==> src/rtl/systolic_pq_pkg.sv <==
// Shared types and constants for the systolic priority queue.
//   entry_w()  : entry width from key and value widths (key in MSBs, value in LSBs)
//   EntryW     : entry width used by the token struct and the datapath
//   SENTINEL   : empty-slot marker, all ones; sorts after every legal entry
//   tok_op_e   : token operation (OpNop / OpIns / OpExt)
//   tok_t      : token travelling down the cell chain
package systolic_pq_pkg;

  localparam int unsigned PqKw = 8;
  localparam int unsigned PqVw = 4;

  function automatic int unsigned entry_w(input int unsigned kw, input int unsigned vw);
    return kw + vw;
  endfunction

  localparam int unsigned EntryW = entry_w(PqKw, PqVw);

  localparam logic [EntryW-1:0] SENTINEL = '1;

  typedef enum logic [1:0] {
    OpNop = 2'd0,
    OpIns = 2'd1,
    OpExt = 2'd2
  } tok_op_e;

  typedef struct packed {
    tok_op_e           op;
    logic [EntryW-1:0] data;
  } tok_t;

  localparam tok_t TokNop = '{op: OpNop, data: SENTINEL};

endpackage

==> src/rtl/systolic_pq_cell.sv <==
// One cell of the systolic priority queue: a sorted lo/hi pair plus the
// outgoing token register.
//   clk_i, rst_i : clock, synchronous active-high reset
//   tok_i        : token arriving this cycle (from the previous cell or the handshake)
//   nxt_lo_i     : lo of the next cell (SENTINEL for the last cell)
//   lo_o, hi_o   : stored pair, lo_o <= hi_o
//   tok_o        : token forwarded to the next cell (always NOP when IsLast)
module systolic_pq_cell
  import systolic_pq_pkg::*;
#(
  parameter bit IsLast = 1'b0
) (
  input  logic              clk_i,
  input  logic              rst_i,
  input  tok_t              tok_i,
  input  logic [EntryW-1:0] nxt_lo_i,
  output logic [EntryW-1:0] lo_o,
  output logic [EntryW-1:0] hi_o,
  output tok_t              tok_o
);

  logic [EntryW-1:0] lo_q, lo_d, hi_q, hi_d;
  tok_t              tok_q, tok_d;
  logic [EntryW-1:0] s_min, s_med, s_max;

  systolic_pq_sort3 #(
    .W (EntryW)
  ) u_sort3 (
    .a_i   (lo_q),
    .b_i   (hi_q),
    .c_i   (tok_i.data),
    .min_o (s_min),
    .med_o (s_med),
    .max_o (s_max)
  );

  always_comb begin
    lo_d  = lo_q;
    hi_d  = hi_q;
    tok_d = TokNop;
    unique case (tok_i.op)
      OpIns: begin
        lo_d = s_min;
        hi_d = s_med;
        // A SENTINEL overflow carries no information; stop the token here.
        if (!IsLast && s_max != SENTINEL) tok_d = '{op: OpIns, data: s_max};
      end
      OpExt: begin
        lo_d = hi_q;
        hi_d = nxt_lo_i;
        if (!IsLast) tok_d = '{op: OpExt, data: SENTINEL};
      end
      default: ;
    endcase
  end

  always_ff @(posedge clk_i) begin
    if (rst_i) begin
      lo_q  <= SENTINEL;
      hi_q  <= SENTINEL;
      tok_q <= TokNop;
    end else begin
      lo_q  <= lo_d;
      hi_q  <= hi_d;
      tok_q <= tok_d;
    end
  end

  assign lo_o  = lo_q;
  assign hi_o  = hi_q;
  assign tok_o = tok_q;

endmodule

==> src/rtl/systolic_pq_sort3.sv <==
// Three-way unsigned sorter.
//   a_i, b_i, c_i : entries to sort
//   min_o, med_o, max_o : the same entries in ascending order
module systolic_pq_sort3 #(
  parameter int unsigned W = 12
) (
  input  logic [W-1:0] a_i,
  input  logic [W-1:0] b_i,
  input  logic [W-1:0] c_i,
  output logic [W-1:0] min_o,
  output logic [W-1:0] med_o,
  output logic [W-1:0] max_o
);

  logic [W-1:0] ab_lo, ab_hi;

  always_comb begin
    ab_lo = (a_i < b_i) ? a_i : b_i;
    ab_hi = (a_i < b_i) ? b_i : a_i;
    if (c_i < ab_lo) begin
      min_o = c_i;
      med_o = ab_lo;
      max_o = ab_hi;
    end else if (c_i < ab_hi) begin
      min_o = ab_lo;
      med_o = c_i;
      max_o = ab_hi;
    end else begin
      min_o = ab_lo;
      med_o = ab_hi;
      max_o = c_i;
    end
  end

endmodule

==> src/rtl/systolic_pq.sv <==
// Systolic priority queue, capacity 2*DEPTH entries of {key, value}.
// Cell 0 always holds the minimum in lo; inserts and extracts ride down the
// chain one cell per cycle, and a one-cycle cool-down after every accept keeps
// consecutive tokens two cells apart so no cell sees a neighbour mid-update.
//   clk, rst            : clock, synchronous active-high reset
//   ins_valid/ins_data  : insert request / entry; accepted on ins_valid & ins_ready
//   ext_valid           : extract-min request; accepted on ext_valid & ext_ready
//   out_valid/out_data  : one-cycle pulse with the extracted minimum
//   count, empty, full  : occupancy
//   err                 : only with SYSTOLIC_PQ_CHECK_EN; sticky ordering / illegal-insert flag
module systolic_pq
  import systolic_pq_pkg::*;
#(
  parameter int unsigned KW    = PqKw,
  parameter int unsigned VW    = PqVw,
  parameter int unsigned DEPTH = 4
) (
  input  logic                              clk,
  input  logic                              rst,
  input  logic                              ins_valid,
  input  logic [KW+VW-1:0]                  ins_data,
  output logic                              ins_ready,
  input  logic                              ext_valid,
  output logic                              ext_ready,
  output logic                              out_valid,
  output logic [KW+VW-1:0]                  out_data,
  output logic [$clog2(2*DEPTH+1)-1:0]      count,
  output logic                              empty,
  output logic                              full
`ifdef SYSTOLIC_PQ_CHECK_EN
  ,
  output logic                              err
`endif
);

  localparam int unsigned CW = $clog2(2*DEPTH+1);
  localparam logic [CW-1:0] Cap = CW'(2*DEPTH);

  logic [EntryW-1:0] lo     [DEPTH];
  logic [EntryW-1:0] nxt_lo [DEPTH];
  tok_t              tok_chain [DEPTH+1];

  logic              ins_acc, ext_acc;
  logic              cool_q, cool_d;
  logic [CW-1:0]     count_q, count_d;
  logic              out_valid_q, out_valid_d;
  logic [EntryW-1:0] out_data_q, out_data_d;

  // Handshake: extract has priority and both are blocked while cooling down.
  always_comb begin
    ext_ready = !rst && (count_q != '0) && !cool_q;
    ins_ready = !rst && (count_q != Cap) && !cool_q && !(ext_valid && ext_ready);
    ext_acc   = ext_valid && ext_ready;
    ins_acc   = ins_valid && ins_ready;
  end

  always_comb begin
    tok_chain[0] = TokNop;
    if (ext_acc)      tok_chain[0] = '{op: OpExt, data: SENTINEL};
    else if (ins_acc) tok_chain[0] = '{op: OpIns, data: ins_data};
  end

`ifdef SYSTOLIC_PQ_CHECK_EN
  logic [EntryW-1:0] hi [DEPTH];
`endif

  for (genvar i = 0; i < DEPTH; i++) begin : g_cell
    if (i == DEPTH - 1) begin : g_tail
      assign nxt_lo[i] = SENTINEL;
    end else begin : g_mid
      assign nxt_lo[i] = lo[i+1];
    end

    systolic_pq_cell #(
      .IsLast (i == DEPTH - 1)
    ) u_cell (
      .clk_i    (clk),
      .rst_i    (rst),
      .tok_i    (tok_chain[i]),
      .nxt_lo_i (nxt_lo[i]),
      .lo_o     (lo[i]),
`ifdef SYSTOLIC_PQ_CHECK_EN
      .hi_o     (hi[i]),
`else
      .hi_o     (),
`endif
      .tok_o    (tok_chain[i+1])
    );
  end

  always_comb begin
    cool_d      = ins_acc || ext_acc;
    count_d     = count_q;
    if (ins_acc) count_d = count_q + 1'b1;
    if (ext_acc) count_d = count_q - 1'b1;
    out_valid_d = ext_acc;
    out_data_d  = ext_acc ? lo[0] : out_data_q;
  end

  always_ff @(posedge clk) begin
    if (rst) begin
      cool_q      <= 1'b0;
      count_q     <= '0;
      out_valid_q <= 1'b0;
      out_data_q  <= '0;
    end else begin
      cool_q      <= cool_d;
      count_q     <= count_d;
      out_valid_q <= out_valid_d;
      out_data_q  <= out_data_d;
    end
  end

  assign out_valid = out_valid_q;
  assign out_data  = out_data_q;
  assign count     = count_q;
  assign empty     = (count_q == '0);
  assign full      = (count_q == Cap);

`ifdef SYSTOLIC_PQ_CHECK_EN
  logic err_q, err_d, viol;

  // Ordering is only guaranteed for a cell once no token is touching it or
  // its right neighbour; tok_chain[DEPTH] is always NOP.
  always_comb begin
    viol = 1'b0;
    for (int i = 0; i < DEPTH; i++) begin
      if (tok_chain[i].op == OpNop && tok_chain[i+1].op == OpNop) begin
        if (lo[i] > hi[i] || hi[i] > nxt_lo[i]) viol = 1'b1;
      end
    end
    err_d = err_q || viol || (ins_acc && ins_data == SENTINEL);
  end

  always_ff @(posedge clk) begin
    if (rst) err_q <= 1'b0;
    else     err_q <= err_d;
  end

  assign err = err_q;
`endif

endmodule

==> config.mk <==
export PLATFORM = sky130hd
export DESIGN_NAME = systolic_pq
export DESIGN_NICKNAME = d
export VERILOG_FILES = /design/src/rtl/systolic_pq_pkg.sv /design/src/rtl/systolic_pq_cell.sv /design/src/rtl/systolic_pq_sort3.sv /design/src/rtl/systolic_pq.sv
export SDC_FILE = /design/constraint.sdc
export NUM_CORES = 1
export LEC_CHECK = 0
export BUFFER_PORTS_ARGS = -buffer_cell sky130_fd_sc_hd__buf_2
export CAP_MARGIN = 20
export CORE_MARGIN = 8
export CORE_UTILIZATION = 25
export DETAILED_ROUTE_END_ITERATION = 10
export SYNTH_ARGS = -nofsm -noshare
export SYNTH_HDL_FRONTEND = slang
export SYNTH_SLANG_ARGS = --single-unit
==> constraint.sdc <==
create_clock -name clk -period 5.3 [get_ports clk]
set_input_delay 1.06 -clock clk [delete_from_list [all_inputs] [get_ports clk]]
set_output_delay 1.06 -clock clk [all_outputs]
set_load 0.005 [all_outputs]
# After elaboration in Yosys (flattened, before gate mapping)
# Cells that the tools add are included.
# totals
register_bits	156
word_cells	107
# classes
addsub	2
n_lt_le_gt_ge	12
eq_ne	13
mux	44
n_reduce_logical	18
# op_table
cell	count
$mux 12	26
$pmux 12 s2	8
$lt 12x12->1	12
$pmux 14 s2	3
$mux 13	4
$ne 12x12->1 const B	3
$mux 14	1
$reduce_bool 2->1	5
$eq 2x1->1 const B	4
$eq 2x2->1 const B	4
$mux 4	2
$logic_and 1x1->1	7
$add 4x1->4 const B	1
$eq 4x4->1 const B	1
$logic_not 4->1	1
$ne 4x4->1 const B	1
$reduce_bool 4->1	1
$sub 4x1->4 const B	1
$logic_not 1->1	3
$logic_or 1x1->1	1

# Longest topological paths before layout
# Gate-level depths: netlist (run 1).
# depth
depth_word	15
ltp_mapped	23
depth_no_buf	21

# Cells and area by module
# A second synthesis (run 1) with hierarchy kept.
# hier_totals
hier_cells	1661
area_unflattened_um2	14523.9
# by_module_without_submodules
module	n_inst	cells_each	area_each_um2	seq_area_each_um2
systolic_pq_cell at g_cell[0].u_cell ...	3	155	1750.4	760.7
systolic_pq_sort3 at g_cell[0].u_cell.u_sort3 ...	2	241	1727.9	0.0
systolic_pq_sort3 at g_cell[3].u_cell.u_sort3	1	229	1798.0	0.0
systolic_pq_sort3 at g_cell[2].u_cell.u_sort3	1	250	1706.6	0.0
systolic_pq_cell at g_cell[3].u_cell	1	125	1322.5	480.5
systolic_pq	1	110	989.7	360.3

# Least setup slack after synthesis (run 1)
# No wires, ideal clock.
# synth_path
kind	flip-flop to flip-flop
start	register g_cell[2].u_cell.hi_q[2]
end	register g_cell[2].u_cell.hi_q[7]
setup_time_ns	0.122
arrival_time_ns	4.372
setup_slack_ns	0.806
stages_incl_launch_ff	23
path_buffers	2
synth_period_minus_slack_ns	4.494
cell_sequence	dfxtp_1 > inv_1 > ha_1 > a211oi_1 > o21ai_1 > a31oi_1 > nand2_2 > clkbuf_1 > nor2_1 > a21o_1 > inv_1 > ha_1 > or4_1 > a21oi_2 > nand2_1 > nor3_2 > a311oi_1 > maj3_2 > a21o_4 > buf_6 > mux2_4 > a211o_1 > a221o_1
# synth_via
elab_chain_cells	6
word_cells_on_any_way	8
classes_between	3 x order compare; 5 x mux
# synth_rtl
item	line	text
start: declaration	systolic_pq_cell.sv:22	logic [EntryW-1:0] lo_q, lo_d, hi_q, hi_d;
start signal: assignment	systolic_pq_cell.sv:64	hi_q <= hi_d;
$lt 12x12->1	systolic_pq_sort3.sv:18, systolic_pq_sort3.sv:19	
$mux 12	systolic_pq_sort3.sv:19	ab_hi = (a_i < b_i) ? b_i : a_i;
$lt 12x12->1	systolic_pq_sort3.sv:24	end else if (c_i < ab_hi) begin
$mux 12	systolic_pq_sort3.sv:24	
$mux 12 *	systolic_pq_sort3.sv:20	if (c_i < ab_lo) begin
$pmux 12 s2 *	systolic_pq_cell.sv:41	unique case (tok_i.op)
# Every way passes the cells marked *; elsewhere a longest branch is shown, timed or not.
# A chain may end at the register's enable or synchronous reset.

# Final worst setup path (run 1)
# layout_path
start	register g_cell[2].u_cell.hi_q[2]
end	register g_cell[2].u_cell.hi_q[10]
# The elaborated chain is that of the path after synthesis.

==> results of run 1 <==
-- sequential cells by signal, indices dropped and copies added (netlist names) --
signal,count
count,4
out_data,12
cool_q,1
g_cell.u_cell.lo_o,48
g_cell.u_cell.tok_o,41
g_cell.u_cell.hi_o,48
out_valid,1
-- area by class of cell --
| cell class | instances | area (sq um) | share of cell area (%) |
|---|---|---|---|
| multi-input cells | 1176 | 8270 | 59.9 |
| flip-flops and latches | 155 | 3100 | 22.5 |
| well taps | 622 | 778 | 5.64 |
| repair buffers | 78 | 523 | 3.79 |
| inverters | 135 | 507 | 3.67 |
| clock buffers | 18 | 439 | 3.18 |
| clock inverters | 14 | 176 | 1.28 |
-- layer usage --
metal / vias up / share of wire, %
li1: 5756 / -
met1: 5615 / 47
met2: 341 / 46
met3: 61 / 5.1
met4: 0 / 2.0
met5: - / 0
-- cells by family (layout without fill, tap and decap cells) --
logic type                 after synthesis  in the layout
AOI/OAI and AO/OA                      570            570
buffers and inverters                  237            245
DFF                                    155            155
muxes                                   89             89
adders and majority gates              135            135
and+or+nand+nor                        377            377
xor gates and xnor gates                 5              5
-- stage by stage --
stage | area (sq um) | setup slack, ps | cells | util (%) | hold WS (ps)
floorplan | 12300 | 806 | 1568 | - | 453
global placement | 13200 | 524 | 2166 | 27.1 | 444
detailed placement | 13200 | 341 | 2166 | 27.1 | 451
CTS | 13800 | 278 | 2198 | 28.3 | 462
global route | 13800 | 18.0 | 2198 | 28.4 | 485
finish | 13800 | 323 | 2198 | 28.4 | 457
-- cell usage after synthesis (12+ instances only) --
cell,count
a21o_1,48
mux2i_1,54
a211oi_1,33
o22ai_1,13
dfxtp_1,155
a21oi_1,176
o221ai_1,12
nand2_1,102
nor2b_1,19
or3_1,18
o21ai_0,113
nor3_1,16
a221o_1,12
a31oi_1,13
ha_1,133
o21bai_1,12
a221oi_1,36
clkbuf_1,80
inv_1,135
nor2_1,115
nand2b_1,37
nand4_1,27
o21ai_1,12
o31ai_1,17
mux2_2,30
-- cells in the final DEF (no fill, tap or decap), types with 5 or more instances in the layout --
cell type / count
mux2i_1: 54
a31oi_1: 13
o21ai_0: 113
ha_1: 133
o21bai_1: 12
or2_2: 5
nor2_1: 114
xnor2_1: 5
a211oi_1: 33
inv_6: 6
dfxtp_1: 155
nand2_1: 101
inv_1: 135
a221o_1: 12
nand4_1: 27
o22ai_1: 13
mux2_4: 5
nand2b_1: 37
nand3_1: 9
nor4_1: 7
and4_1: 5
a211o_1: 11
nor3_1: 15
and3_1: 5
a221oi_1: 35
clkbuf_16: 17
o221ai_1: 12
a21o_1: 48
or3_1: 18
nor2b_1: 19
buf_4: 41
mux2_2: 30
o32ai_1: 11
o21ai_1: 12
o41ai_1: 9
buf_2: 35
o31ai_1: 17
a21oi_1: 176
-- final timing paths --
check	end	slack, ps	cells past startpoint
max	g_cell[2].u_cell.hi_o[10]$_SDFFE_PP1N_	320	21
min	out_data[5]$_SDFFE_PP0P_	460	2
max reg2reg	g_cell[2].u_cell.hi_o[10]$_SDFFE_PP1N_	320	21
min reg2reg	out_data[5]$_SDFFE_PP0P_	460	2
-- worst max-delay path, stage by stage (launching register included) --
cell and delay, ps:
dfxtp_1 380, inv_1 80, ha_1 290, a211oi_1 200
o21ai_1 160, a31oi_1 290, nand2_2 270, buf_4 270
nor2_1 90, a21o_1 170, inv_1 70, ha_1 200
or4_1 440, a21oi_2 160, nand2_1 80, nor3_2 100
a311oi_1 70, maj3_2 330, a21o_4 310, mux2_4 320
a211o_1 290, a221o_1 280
==> results.toml, run 1 <==
[status]
outcome = "complete, no violations"

[placement]
placement.io_buffers = 36
gp_weighted_congestion = 0.891
dp.final_hpwl_um = 27700

[yosys]
yosys-top-cells-area = "dfxtp_1 25%, ha_1 14%, a21oi_1 7.2%"
async_reset_ff_share_pct = 0
synth-adder-area-share_pct = 13.8
yosysWarningCount = 0
synthMuxAreaShare_pct = 7.78
synth_compound_area_share_pct = 30.4
synth_fp_nets = 1718
ys.flop_type = "dfxtp_1"
netlist.top_cell.by_area = "dfxtp_1"
synthesis.instances = 1568
post_synth_and_or_nand_nor_area_fraction_pct = 14.8
post_synth_instance_area_sq_um = 12300
synth_top_family_by_area = "compound AO/OA/AOI/OAI gates"
xor_xnor_share_of_the_synthesized_area_pct = 0.357
yosys.area.top_type_share_pct = 25.3
netlist-cell-type-count = 76
synth-seq-cells = 155
seq_area_frac_synth_pct = 25.3
synth.avg_cell_area_sq_um = 7.82
synth_enable_flop_cells = 0

[grt]
wire_length_of_the_first_global_routing_pass_um = 60700
most_used_routing_layer = "met2"
first_global_vias = 11400
grt_util_met2_pct = 21.5
total_congestion_overflow = 0
gr-usage-all-layers_pct = 13.1
grt_start_max_net_pins = 60
grtUsageMet1_pct = 17.2
grt_antenna_before_repair = 0
global_routing_met3_resource_utilization_pct = 2.18

[sta]
slew_headroom_pct = 23.5
tightestPinTransition_ps = 1150
grt_setup_unrepaired = "no"
fin_crit_sh_pct = 93.9
setup_total_negative_slack_ps = 0
drv_slew = 0
clock.fmax_mhz = 201
setup_viol_count_final = 0
fin_crit_ps = 4980
finalHoldViolations = 0
clock_skew_ps = 13.1

[worst_setup_path]
worst-setup-path-type = "reg2reg"
critPathLaunch = "g_cell[2].u_cell.hi_o[2]$_SDFFE_PP1N_"
start_kind = "flop"
cp.required_ps = 5630
cp_max_fo = 17
rr_startpoint = "g_cell[2].u_cell.hi_o[2]$_SDFFE_PP1N_"
timing.critical_path.to_type = "flop"
worst_ep_arrival_time_ps = 5310

[clocking]
cts_hold_buf = 0
clk_latency_ps = 450
postCtsResizedCells = 0
tritoncts = "built"
cts.reportedPaths.clkPinSlew_ps = 70
cts_inserted_buffers = 17
cts_max_level = 4
clock-sinks = 155
cts_root_buf = "clkbuf_16"
cts_setup_buffers = 0
cts-root-to-sink-buffers = 2

[routing]
drtIter0Drc = 951
drt_pass1_iterations = 5
vias_per_cell = 5.36
dr_total_vias = 11800
wl_per_cell_um = 17.1
drt_drc_violations_left = 0
drt-total-wl_um = 37600
antenna_left = 0

[finish]
nFillCells = 5200
drive_gt1_share_pct = 11.1
area_delta_synth_final_pct = 12.5
final_nets = 1713
diodes = 0

[die]
fp.dieW_um = 237
dieArea_sq_um = 56400
design.core.area_sq_um = 48600
rows = 81
floorplan.die.height_um = 237
ioPinCount = 37
effective_utilization_at_floorplan_pct = 25.2

[hold_path]
min_from = "out_data[5]$_SDFFE_PP0P_"
timing.hold.worst.class = "reg2reg"

[flow_run]
cap_violations = 0
Power of run 1 is left out: the tool's default activity adds up to more than one toggle a clock period on the data nets, which glitch-free logic cannot reach.
==> run 2, diff against run 1 <==
Settings changed: CAP_MARGIN 20 to default.
Clock period 5.3 ns to 4.91 ns, I/O delays scaled along.
==> run 2 against run 1 <==
Effect of this change:
- sequential share of layout area shrank 0.44 points
- die area is the same
- via count is 0.40% higher
- sequential cell count unchanged
- clock-buffer cell count up 1
- maximum frequency increased by 6.9%
- register-to-register slack worse by 70 ps
- first-iteration DRC count grew 6.6%
- clock skew increased by 1.9 ps
- cell count is 1.5% higher
- wire length rose by 1.8%
- largest cell class unchanged
- highest routed layer unchanged
==> results.toml, run 2 (synthesized netlist as in run 1, its figures left out) <==
[status]
outcome = "complete, no violations"

[placement]
dp.final_hpwl_um = 28200
placed_cell_count = 2194
placement.io_buffers = 36
gp_weighted_congestion = 0.895
place_worst_setup_slack_ps = 179

[clocking]
cts-root-to-sink-buffers = 2
tritoncts = "built"
cts_hold_buf = 0
cts_inserted_buffers = 17
clock-sinks = 155
cts.reportedPaths.clkPinSlew_ps = 70
cts_root_buf = "clkbuf_16"
cts_max_level = 4
clk_latency_ps = 450

[routing]
drt_pass1_iterations = 8
wl_per_cell_um = 17.2
dr_total_vias = 11800
antenna_left = 0
drt-total-wl_um = 38300
drt_drc_violations_left = 0
drtIter0Drc = 1014
vias_per_cell = 5.30

[die]
ioPinCount = 37
rows = 81
floorplan.die.height_um = 237
dieArea_sq_um = 56400
fp.dieW_um = 237
effective_utilization_at_floorplan_pct = 25.2
design.core.area_sq_um = 48600

[finish]
final_nets = 1745
layout.cells.most_common_list = "173 x a21oi_1, 155 x dfxtp_1, 135 x inv_1, 133 x ha_1, 114 x nor2_1"
diodes = 0
layout.cells.most_common = "a21oi_1"
post_layout_nonfiller_instances = 2230
area_delta_synth_final_pct = 14.8
fin_util_pct = 28.9
drive_gt1_share_pct = 13.2

[sta]
setup_viol_count_final = 0
grt_setup_unrepaired = "no"
drv_slew = 0
finalWorstSetupSlack_ps = 254
slew_headroom_pct = 30.3
tightestPinTransition_ps = 1040
fin_crit_ps = 4660
fin_crit_sh_pct = 94.8
finalHoldViolations = 0
clock_skew_ps = 15.0
setup_total_negative_slack_ps = 0
clock.fmax_mhz = 215

[worst_setup_path]
worst-setup-path-type = "reg2reg"
start_kind = "flop"
worst-path-buf-inv = 3
crit_chain = "inv_1, ha_1, a211o_1, a31oi_1, o221a_2, o21ai_2, buf_4, a21oi_1, ha_1, and4_1, and3_1, o221a_2, a221o_1, buf_4, or3_1, a21oi_1, o21ai_1"
number_of_cells_traversed_by_the_worst_register_to_register_path = 17
critical-path-top-delay-family = "compound AO/OA/AOI/OAI gates"
timing.reg2reg.setup_slack_ps = 250
timing.critical_path.to_type = "flop"
reg2reg_to = "g_cell[1].u_cell.hi_o[7]$_SDFFE_PP1N_"
rr_startpoint = "g_cell[1].u_cell.hi_o[2]$_SDFFE_PP1N_"
cp_max_fo = 13
crit_path_top_delay_cell = "a221o_1"
worst_ep_arrival_time_ps = 4990
cp.required_ps = 5250
critPathLaunch = "g_cell[1].u_cell.hi_o[2]$_SDFFE_PP1N_"
critical_path.max_stage_delay_ps = 420

[grt]
grt_start_max_net_pins = 81
first_global_vias = 11400
total_congestion_overflow = 0
grt_antenna_before_repair = 0
gr-usage-all-layers_pct = 13.3
wire_length_of_the_first_global_routing_pass_um = 61600

[hold_path]
timing.hold.worst_path_depth = 2
min_from = "out_data[7]$_SDFFE_PP0P_"
timing.hold.worst.class = "reg2reg"
whs_endpoint = "out_data[7]$_SDFFE_PP0P_"

[flow_run]
cap_violations = 0
-- run 2: final cells by class --
type	count	area, sq um
clock inverter	13	165
timing repair buffer	110	776
clock buffer	19	443
multi-input combinational	1176	8300
tap	622	778
inverter	135	507
fill	5200	34600
sequential	155	3100
-- run 2: layer usage --
metal | track usage [%] | vias up | share of wire, %
met2 | 22.0 | 321 | 46
met5 | 0 | - | 0
met1 | 17.7 | 5644 | 47
met3 | 2.27 | 47 | 5.0
li1 | - | 5808 | -
met4 | 3.78 | 0 | 1.6
-- run 2: tightest hold or removal path: stages (launching register included) --
cell and delay [ps]:
dfxtp_1 310, nand2_1 50, a21oi_1 50
-- run 2: worst max-delay path by stage --
stage | to | slack, ps | depth (start not counted)
6_report | g_cell[1].u_cell.hi_o[7]$_SDFFE_PP1N_ | 250 | 17
5_1_grt | g_cell[1].u_cell.tok_o[0]$_SDFF_PP1_ | 1 | 16
4_1_cts | g_cell[2].u_cell.hi_o[8]$_SDFFE_PP1N_ | 150 | 20
3_5_place_dp | g_cell[2].u_cell.hi_o[8]$_SDFFE_PP1N_ | 180 | 20
3_3_place_gp | g_cell[2].u_cell.hi_o[8]$_SDFFE_PP1N_ | 180 | 20
2_1_floorplan | g_cell[2].u_cell.hi_o[7]$_SDFFE_PP1N_ | 420 | 22
-- run 2: metrics by stage --
| step | hold slack [ps] | instance area, sq um |
|---|---|---|
| 2_1_floorplan | 453 | 12300 |
| 5_1_grt | 468 | 14100 |
| 4_1_cts | 458 | 14000 |
| 6_report | 460 | 14100 |
| 3_3_place_gp | 442 | 13400 |
| 3_5_place_dp | 448 | 13400 |
-- run 2: repair_timing --
action / 4_1_cts / 5_1_grt
setup buffers: 0 / 4
gates resized for setup: 0 / 12
setup endpoints to repair: 0 / 74
Power of run 2 is left out for the same reason.
